<file path="src/rtl/clkgen_prog_sequencer_pkg.sv">
// Shared definitions for the DCM_CLKGEN programming sequencer.
// Contents: FSM state encoding, debug struct, frame constants, request
// legality check and frame word builder.
package clkgen_pkg;

  typedef enum logic [3:0] {
    ST_IDLE   = 4'd0,
    ST_LOAD_D = 4'd1,
    ST_GAP1   = 4'd2,
    ST_LOAD_M = 4'd3,
    ST_GAP2   = 4'd4,
    ST_GO     = 4'd5,
    ST_WAIT   = 4'd6,
    ST_DONE   = 4'd7,
    ST_ERR    = 4'd8
  } state_t;

  // Observability bundle: FSM state, pending slot and prog_clk edge strobes.
  typedef struct packed {
    state_t state;
    logic   pend_valid;
    logic   prog_rise;
    logic   prog_fall;
  } dbg_t;

  // Command codes; bit0 goes out on PROGDATA first.
  localparam logic [1:0] CMD_LOAD_D = 2'b01;
  localparam logic [1:0] CMD_LOAD_M = 2'b11;

  localparam int         FRAME_BITS = 10;
  localparam logic [3:0] LAST_BIT   = 4'(FRAME_BITS - 1);

  localparam logic [7:0] M_MIN = 8'd2;
  localparam logic [7:0] D_MIN = 8'd1;

  // Upper bound 255 is implied by the 8-bit fields.
  function automatic logic req_legal(input logic [7:0] m, input logic [7:0] d);
    return (m >= M_MIN) && (d >= D_MIN);
  endfunction

  // Frame word shifted out LSB first: command bits, then value-1.
  function automatic logic [9:0] frame_word(input logic [1:0] cmd, input logic [7:0] v);
    return {v - 8'd1, cmd};
  endfunction

endpackage

</file>
<file path="src/rtl/clkgen_prog_sequencer_if.sv">
// Request/status interface between serial_decode and the sequencer.
//   multiplier, divider : requested M and D (binary)
//   change              : one-cycle valid strobe for multiplier/divider
//   busy                : sequencer owns an update
//   cfg_done, cfg_error : one-cycle completion / failure pulses
// Handshake: change is a valid with no ready. The sequencer always takes it,
// either starting at once (idle) or parking it in a one-deep pending slot
// where a later change overwrites an earlier one. Status is pulse-based.
interface clkgen_prog_sequencer_if;
  logic [7:0] multiplier;
  logic [7:0] divider;
  logic       change;
  logic       busy;
  logic       cfg_done;
  logic       cfg_error;

  modport master (
    output multiplier, divider, change,
    input  busy, cfg_done, cfg_error
  );

  modport slave (
    input  multiplier, divider, change,
    output busy, cfg_done, cfg_error
  );
endinterface

</file>
<file path="src/rtl/clkgen_prog_sequencer_prog_clk_gen.sv">
// Free-running PROGCLK divider: clk/(2*PROG_DIV).
//   clk, reset  : system clock, synchronous active-high reset
//   prog_clk_o  : divided clock, 0 after reset
//   rise_o      : high in the clk cycle whose edge raises prog_clk_o
//   fall_o      : high in the clk cycle whose edge lowers prog_clk_o
module prog_clk_gen #(
  parameter int PROG_DIV = 4
) (
  input  logic clk,
  input  logic reset,
  output logic prog_clk_o,
  output logic rise_o,
  output logic fall_o
);
  localparam int            CW       = (PROG_DIV > 1) ? $clog2(PROG_DIV) : 1;
  localparam logic [CW-1:0] CNT_LAST = CW'(PROG_DIV - 1);

  logic [CW-1:0] cnt_q, cnt_d;
  logic          pclk_q, pclk_d;
  logic          wrap;

  always_comb begin
    wrap   = (cnt_q == CNT_LAST);
    cnt_d  = wrap ? '0 : cnt_q + 1'b1;
    pclk_d = wrap ? ~pclk_q : pclk_q;
  end

  always_ff @(posedge clk) begin
    if (reset) begin
      cnt_q  <= '0;
      pclk_q <= 1'b0;
    end else begin
      cnt_q  <= cnt_d;
      pclk_q <= pclk_d;
    end
  end

  assign prog_clk_o = pclk_q;
  assign rise_o     = wrap & ~pclk_q;
  assign fall_o     = wrap &  pclk_q;
endmodule

</file>
<file path="src/rtl/clkgen_prog_sequencer.sv">
// Converts an M/D update into the DCM_CLKGEN serial programming sequence
// (LOAD_D frame, gap, LOAD_M frame, gap, GO) and waits for PROGDONE.
//   clk, reset  : system clock, synchronous active-high reset
//   cfg         : request/status interface (slave side)
//   prog_done   : DCM PROGDONE, asynchronous
//   prog_clk    : DCM PROGCLK, clk/(2*PROG_DIV)
//   prog_en     : DCM PROGEN
//   prog_data   : DCM PROGDATA
//   dbg_o       : FSM state, pending flag and prog_clk strobes
module clkgen_prog_sequencer
  import clkgen_pkg::*;
#(
  parameter int PROG_DIV     = 4,
  parameter int DONE_TIMEOUT = 4095
) (
  input  logic                          clk,
  input  logic                          reset,
  clkgen_prog_sequencer_if.slave        cfg,
  input  logic                          prog_done,
  output logic                          prog_clk,
  output logic                          prog_en,
  output logic                          prog_data,
  output dbg_t                          dbg_o
);
  localparam logic [11:0] TO_LIMIT = 12'(DONE_TIMEOUT);

  logic       tick, tick_rise, pclk;

  logic       done_meta_q, done_sync_q;
  state_t     state_q;
  logic [7:0] m_q;
  logic       pend_valid_q;
  logic [7:0] pend_m_q, pend_d_q;
  logic [9:0] shreg_q;
  logic [3:0] bit_cnt_q;
  logic [11:0] to_cnt_q;
  logic       prog_en_q, prog_data_q;
  logic       busy_q, cfg_done_q, cfg_error_q;

  logic       accept;
  logic [7:0] acc_m, acc_d;

  prog_clk_gen #(.PROG_DIV(PROG_DIV)) u_prog_clk_gen (
    .clk        (clk),
    .reset      (reset),
    .prog_clk_o (pclk),
    .rise_o     (tick_rise),
    .fall_o     (tick)
  );

  // A fresh change beats the pending slot when both are present in IDLE.
  always_comb begin
    accept = (state_q == ST_IDLE) && (cfg.change || pend_valid_q);
    acc_m  = cfg.change ? cfg.multiplier : pend_m_q;
    acc_d  = cfg.change ? cfg.divider    : pend_d_q;
  end

  always_ff @(posedge clk) begin
    if (reset) begin
      done_meta_q  <= 1'b0;
      done_sync_q  <= 1'b0;
      state_q      <= ST_IDLE;
      m_q          <= '0;
      pend_valid_q <= 1'b0;
      pend_m_q     <= '0;
      pend_d_q     <= '0;
      shreg_q      <= '0;
      bit_cnt_q    <= '0;
      to_cnt_q     <= '0;
      prog_en_q    <= 1'b0;
      prog_data_q  <= 1'b0;
      busy_q       <= 1'b0;
      cfg_done_q   <= 1'b0;
      cfg_error_q  <= 1'b0;
    end else begin
      done_meta_q <= prog_done;
      done_sync_q <= done_meta_q;
      cfg_done_q  <= 1'b0;
      cfg_error_q <= 1'b0;

      // Any change outside IDLE (including the DONE/ERR exit cycle) is parked.
      if (cfg.change && (state_q != ST_IDLE)) begin
        pend_valid_q <= 1'b1;
        pend_m_q     <= cfg.multiplier;
        pend_d_q     <= cfg.divider;
      end else if (accept) begin
        pend_valid_q <= 1'b0;
      end

      case (state_q)
        ST_IDLE: begin
          if (accept) begin
            busy_q <= 1'b1;
            if (req_legal(acc_m, acc_d)) begin
              m_q       <= acc_m;
              shreg_q   <= frame_word(CMD_LOAD_D, acc_d);
              bit_cnt_q <= '0;
              state_q   <= ST_LOAD_D;
            end else begin
              cfg_error_q <= 1'b1;
              state_q     <= ST_ERR;
            end
          end else begin
            busy_q <= 1'b0;
          end
        end

        ST_LOAD_D, ST_LOAD_M: begin
          if (tick) begin
            prog_en_q   <= 1'b1;
            prog_data_q <= shreg_q[0];
            shreg_q     <= {1'b0, shreg_q[9:1]};
            bit_cnt_q   <= bit_cnt_q + 4'd1;
            if (bit_cnt_q == LAST_BIT)
              state_q <= (state_q == ST_LOAD_D) ? ST_GAP1 : ST_GAP2;
          end
        end

        ST_GAP1: begin
          if (tick) begin
            prog_en_q   <= 1'b0;
            prog_data_q <= 1'b0;
            shreg_q     <= frame_word(CMD_LOAD_M, m_q);
            bit_cnt_q   <= '0;
            state_q     <= ST_LOAD_M;
          end
        end

        ST_GAP2: begin
          if (tick) begin
            prog_en_q   <= 1'b0;
            prog_data_q <= 1'b0;
            state_q     <= ST_GO;
          end
        end

        ST_GO: begin
          if (tick) begin
            prog_en_q   <= 1'b1;
            prog_data_q <= 1'b0;
            to_cnt_q    <= '0;
            state_q     <= ST_WAIT;
          end
        end

        ST_WAIT: begin
          if (tick) prog_en_q <= 1'b0;
          // Only act once the GO tick has finished, so PROGEN never
          // drops outside a fall strobe.
          if (!prog_en_q) begin
            if (done_sync_q) begin
              cfg_done_q <= 1'b1;
              state_q    <= ST_DONE;
            end else if (to_cnt_q == TO_LIMIT) begin
              cfg_error_q <= 1'b1;
              state_q     <= ST_ERR;
            end
          end
          if (tick && (to_cnt_q != 12'hFFF)) to_cnt_q <= to_cnt_q + 12'd1;
        end

        ST_DONE, ST_ERR: begin
          // Keep busy up if another update will start on the next IDLE cycle.
          busy_q  <= pend_valid_q || cfg.change;
          state_q <= ST_IDLE;
        end

        default: state_q <= ST_IDLE;
      endcase
    end
  end

  assign prog_clk      = pclk;
  assign prog_en       = prog_en_q;
  assign prog_data     = prog_data_q;
  assign cfg.busy      = busy_q;
  assign cfg.cfg_done  = cfg_done_q;
  assign cfg.cfg_error = cfg_error_q;
  assign dbg_o         = '{state: state_q, pend_valid: pend_valid_q,
                           prog_rise: tick_rise, prog_fall: tick};
endmodule
</file>
<file path="src/flat_wrapper.sv">
// flat-port wrapper written by rule: the top's interface ports become plain ports
module clkgen_prog_sequencer_flat import clkgen_pkg::*;
#(
  parameter int PROG_DIV     = 4,
  parameter int DONE_TIMEOUT = 4095
)
  (clk, reset, prog_done, prog_clk, prog_en, prog_data, dbg_o, cfg_multiplier, cfg_divider, cfg_change, cfg_busy, cfg_cfg_done, cfg_cfg_error);
  clkgen_prog_sequencer_if cfg_i ();
  input  logic clk;
  input  logic reset;
  input  logic prog_done;
  output logic prog_clk;
  output logic prog_en;
  output logic prog_data;
  output dbg_t dbg_o;
  input wire logic [$bits(cfg_i.multiplier)-1:0] cfg_multiplier;
  input wire logic [$bits(cfg_i.divider)-1:0] cfg_divider;
  input wire logic [$bits(cfg_i.change)-1:0] cfg_change;
  output wire logic [$bits(cfg_i.busy)-1:0] cfg_busy;
  output wire logic [$bits(cfg_i.cfg_done)-1:0] cfg_cfg_done;
  output wire logic [$bits(cfg_i.cfg_error)-1:0] cfg_cfg_error;
  assign cfg_i.multiplier = cfg_multiplier;
  assign cfg_i.divider = cfg_divider;
  assign cfg_i.change = cfg_change;
  assign cfg_busy = cfg_i.busy;
  assign cfg_cfg_done = cfg_i.cfg_done;
  assign cfg_cfg_error = cfg_i.cfg_error;
  clkgen_prog_sequencer #(.PROG_DIV(PROG_DIV), .DONE_TIMEOUT(DONE_TIMEOUT)) u_core (.clk(clk), .reset(reset), .cfg(cfg_i), .prog_done(prog_done), .prog_clk(prog_clk), .prog_en(prog_en), .prog_data(prog_data), .dbg_o(dbg_o));
endmodule
</file>
<file path="config.mk">
export PLATFORM = sky130hd
export DESIGN_NAME = clkgen_prog_sequencer_flat
export DESIGN_NICKNAME = d
export VERILOG_FILES = /design/src/rtl/clkgen_prog_sequencer_pkg.sv /design/src/rtl/clkgen_prog_sequencer_if.sv /design/src/rtl/clkgen_prog_sequencer_prog_clk_gen.sv /design/src/rtl/clkgen_prog_sequencer.sv /design/src/flat_wrapper.sv
export SDC_FILE = /design/constraint.sdc
export NUM_CORES = 1
export LEC_CHECK = 0
export CAP_MARGIN = 20
export CORE_AREA = 2 2 86 88
export CTS_CLUSTER_SIZE = 25
export DETAILED_ROUTE_END_ITERATION = 10
export DIE_AREA = 0 0 88 90
export GPL_ROUTABILITY_DRIVEN = 0
export HOLD_SLACK_MARGIN = 0.06
export PLACE_DENSITY = 0.78
export SETUP_SLACK_MARGIN = 0.2
export SLEW_MARGIN = 20
export SYNTH_ARGS = -nofsm -noshare
export SYNTH_HDL_FRONTEND = slang
export SYNTH_SLANG_ARGS = --single-unit
</file>
<file path="constraint.sdc">
create_clock -name clk -period 4.3 [get_ports clk]
set_clock_uncertainty 0.15 [all_clocks]
set_input_delay 0.645 -clock clk [delete_from_list [all_inputs] [get_ports clk]]
set_output_delay 0.645 -clock clk [all_outputs]
set_load 0.1 [all_outputs]
</file>
==> summary.md <==
| Metric | Value |
|---|---|
| Status | `finished clean` |
| Total global-route track usage | `a little under a quarter` |
| Routed length per instance | `around 16 um` |
| Final setup violation count | `0` |
| R2r startpoint | `u_core.pend_d_q[0]$_SDFFE_PP0P_` |
| Pre-CTS setup slack | `about 0.45 ns` |
| Pins over their slew limit | `0` |
| Initial antenna violation count | `0` |
| Period minus WS final | `about 3.5 ns` |
| Fmax | `282 MHz` |
| Number of flops mapped to enable cells by yosys | `0` |
| GR peak layer | `met2` |
| Area contributors post-synth | `dfxtp_1 (36%), nand2_1 (6.2%), a21oi_1 (5.4%)` |
| Most common cell in the netlist | `dfxtp_1` |
| Number of clock sinks | `65` |
| Slew headroom | `35.4%` |
| Peak supply drop | `264 uV` |
| R2R depth | `7` |
| Yosys top cell area share | `between 30% and 40%` |
| CTS H-tree depth | `3` |
| Setup TNS | `0 ns` |
| Number of remaining DRC errors | `0` |
| Fin util | `58.4%` |
| Nets@finish | `472` |
| Via Count | `3379` |
| Post-synth top cells | `dfxtp_1 (65), nand2_1 (60), a21oi_1 (39)` |
| Vias in the first global route | `between 3000 and 4000` |
| Post-layout instance area | `about 4100 um^2` |
| Worst Tran Pin Value | `a little under 1 ns` |
| NetSw | `about 0.9 mW` |
| Port Buf Inserts | `32` |
| Arrival time of the worst setup path | `roughly 3.6 ns` |
| Die area | `roughly 7900 um^2` |
| Synthesized Nets | `454` |
| Global Route met3 Usage | `6.70%` |
| Placed Area | `roughly 3900 um^2` |
| Root buffer cell | `clkbuf_8` |
| Core area | `between 7000 and 8000 um^2` |
| Worst min path class | `reg -> reg` |
| Area leader, netlist | `dfxtp_1` |
| Largest net degree at the start of global routing | `57` |
| Final worst setup slack | `between 0.7 and 0.8 ns` |
| Post-Syn Area | `~3600 um^2` |
| # rows | `31` |
| Setup Buffers After CTS | `0` |
| Max Root-Sink Buffers | `2` |
| Global route overflow | `0` |
| Number of vias per cell | `approximately 6` |
| Reg2reg end | `u_core.shreg_q[5]$_SDFFE_PP0P_` |
| Layout cell share with drive strength beyond 1 | `roughly a tenth` |
| Seq/Total Area, Yosys | `approximately 36%` |
| Total I/O pin count | `33` |
| Critical Path Fanout Max | `16` |
| CTS buffer count | `9` |
| Syn avg cell area | `~8.4 um^2` |
| Gate power share | `between 40% and 50%` |
| Die width | `88 um` |
| Worst Hold Depth | `1` |
| Final Hold Violating Endpoints | `0` |
| Pleak | `between 1 and 1.5 nW` |
| Worst skew pair latency | `roughly 0.35 ns` |
| Number of diodes | `0` |
| Max_cap viols | `0` |
| CTS tree | `built` |
| Startpoint Class | `primary input` |
| Yosys reg bits | `between 60 and 70` |
| Synth unique cells | `71` |
| Post-CTS Resized | `0` |
| Die Height | `90 um` |
| Post-DP HPWL | `5980 um` |
| DRT Pass-1 Iters | `5` |
| Starting DRT DRC Count | `235` |
| CP Capture Type | `flop` |
| Sw Share | `41.7%` |
| Clock share of power | `21.2%` |
| Sequential share of power | `a little over a third` |
| Clock slew at reported path FFs | `0.07 ns` |
| Min-delay src | `u_core.u_prog_clk_gen.cnt_q[0]$_SDFF_PP0_` |
| First-pass GRT wire length | `about 15000 um` |
| Power Internal | `1.29 mW` |
| Final WL | `roughly 9000 um` |
| Ys flop type | `dfxtp_1` |
| Hold endpoint | `u_core.u_prog_clk_gen.cnt_q[0]$_SDFF_PP0_` |
| Pwr/cell area | `about 540 nW/um^2` |
| Initial Utilization | `just over 50%` |
| Tcrit/Tclk final | `between 80% and 90%` |
| Routing usage on met2 | `35.1%` |
| Cts hold-fix bufs | `0` |
| CP Class | `in -> reg` |
| Post-route antenna net violation count | `0` |
| WP data required | `about 4.4 ns` |
| Global-route track usage on met1 | `a little under a third` |
| Fraction of registers with async set/reset | `0%` |
| RSZ-0062 raised after global routing | `false` |
| Mapped Cells | `between 400 and 500` |
| YS warnings | `0` |
| Area growth, synth to finish | `13.7%` |
| R2R setup slack | `1.34 ns` |
[metrics by stage]
stage / std cells / hold WS, ns / power [mW]
final: 549 / 0.281 / 2.22
after CTS: 549 / 0.284 / 2.21
after global placement: 533 / 0.263 / 1.71
after floorplan: 427 / 0.254 / 1.54
after global routing: 549 / 0.305 / 2.34
after detailed placement: 533 / 0.274 / 1.74
[sequential cells by signal, indices dropped and copies added, names as in the netlist, 2 cells and up]
name and count:
u_core.to_cnt_q 12, u_core.shreg_q 10, u_core.m_q 8, u_core.pend_d_q 8, u_core.pend_m_q 8, u_core.bit_cnt_q 4
u_core.state_q 4, u_core.u_prog_clk_gen.cnt_q 2
[layout by cell type (no fill, tap or decap), types with 6 or more instances in the layout]
cell              n
ha_1              7
nand2_1          60
a311oi_1          7
o211ai_1          7
nor2b_1           9
o21ai_0           8
inv_1             7
a21oi_1          39
nand3_1           7
xor2_1            8
mux2i_1          17
nor3_1           15
xnor2_1           7
dfxtp_1          65
nand4_1           7
nand2b_1          6
clkdlybuf4s50_1  30
nor2_1           29
clkbuf_8         11
[power by group through the flow]
stage / clock, mW / sequential [mW] / combinational, mW
2_1_floorplan: 0 / 0.879 / 0.663
3_3_place_gp: 0 / 0.815 / 0.895
3_5_place_dp: 0 / 0.818 / 0.917
4_1_cts: 0.479 / 0.806 / 0.924
5_1_grt: 0.504 / 0.821 / 1.02
6_report: 0.471 / 0.808 / 0.942
[worst max path at each step]
stage	from	endpoint	slack, ns	cells after the start
global route	cfg_change	u_core.shreg_q[5]$_SDFFE_PP0P_	0.62	8
global placement	cfg_change	u_core.shreg_q[2]$_SDFFE_PP0P_	0.56	8
floorplan	cfg_change	u_core.shreg_q[5]$_SDFFE_PP0P_	0.93	11
CTS	cfg_change	u_core.shreg_q[5]$_SDFFE_PP0P_	0.82	8
finish	cfg_change	u_core.shreg_q[5]$_SDFFE_PP0P_	0.76	8
detailed placement	cfg_change	u_core.shreg_q[2]$_SDFFE_PP0P_	0.45	8
[critical path: stages]
cell and delay [ns]:
clkdlybuf4s50_1 0.53, mux2i_1 0.37, ha_1 0.26, nor4b_2 0.35
o22ai_2 0.18, o32a_1 0.58, a21oi_4 0.37, mux2_4 0.33
[routing by layer]
layer	part of all wire [%]	up-vias	routed length (um)
met1	44	1602	3900
met2	48	138	4260
met5	0	-	0
li1	-	1628	-
met4	1.4	0	125
met3	6.3	11	558
[logic make-up after synthesis]
kind of cell | Yosys count | synth area share, %
AND/OR/NAND/NOR | 167 | 23.4
flip-flops | 65 | 36.1
adder cells (fa/ha/maj) | 7 | 2.43
AO/OA/AOI/OAI | 116 | 23.7
multiplexers | 20 | 5.87
XOR/XNOR | 15 | 3.64
buffers and inverters | 37 | 4.86
[area by class of cell]
cell class	instances	area [um^2]
fillers	660	2920
multi-input cells	325	2130
flip-flops and latches	65	1300
repair buffers	35	335
clock buffers	14	163
well taps	99	124
inverters	9	33.8
clock inverters	2	12.5
Note: power is estimated with default switching activity, not from simulation.
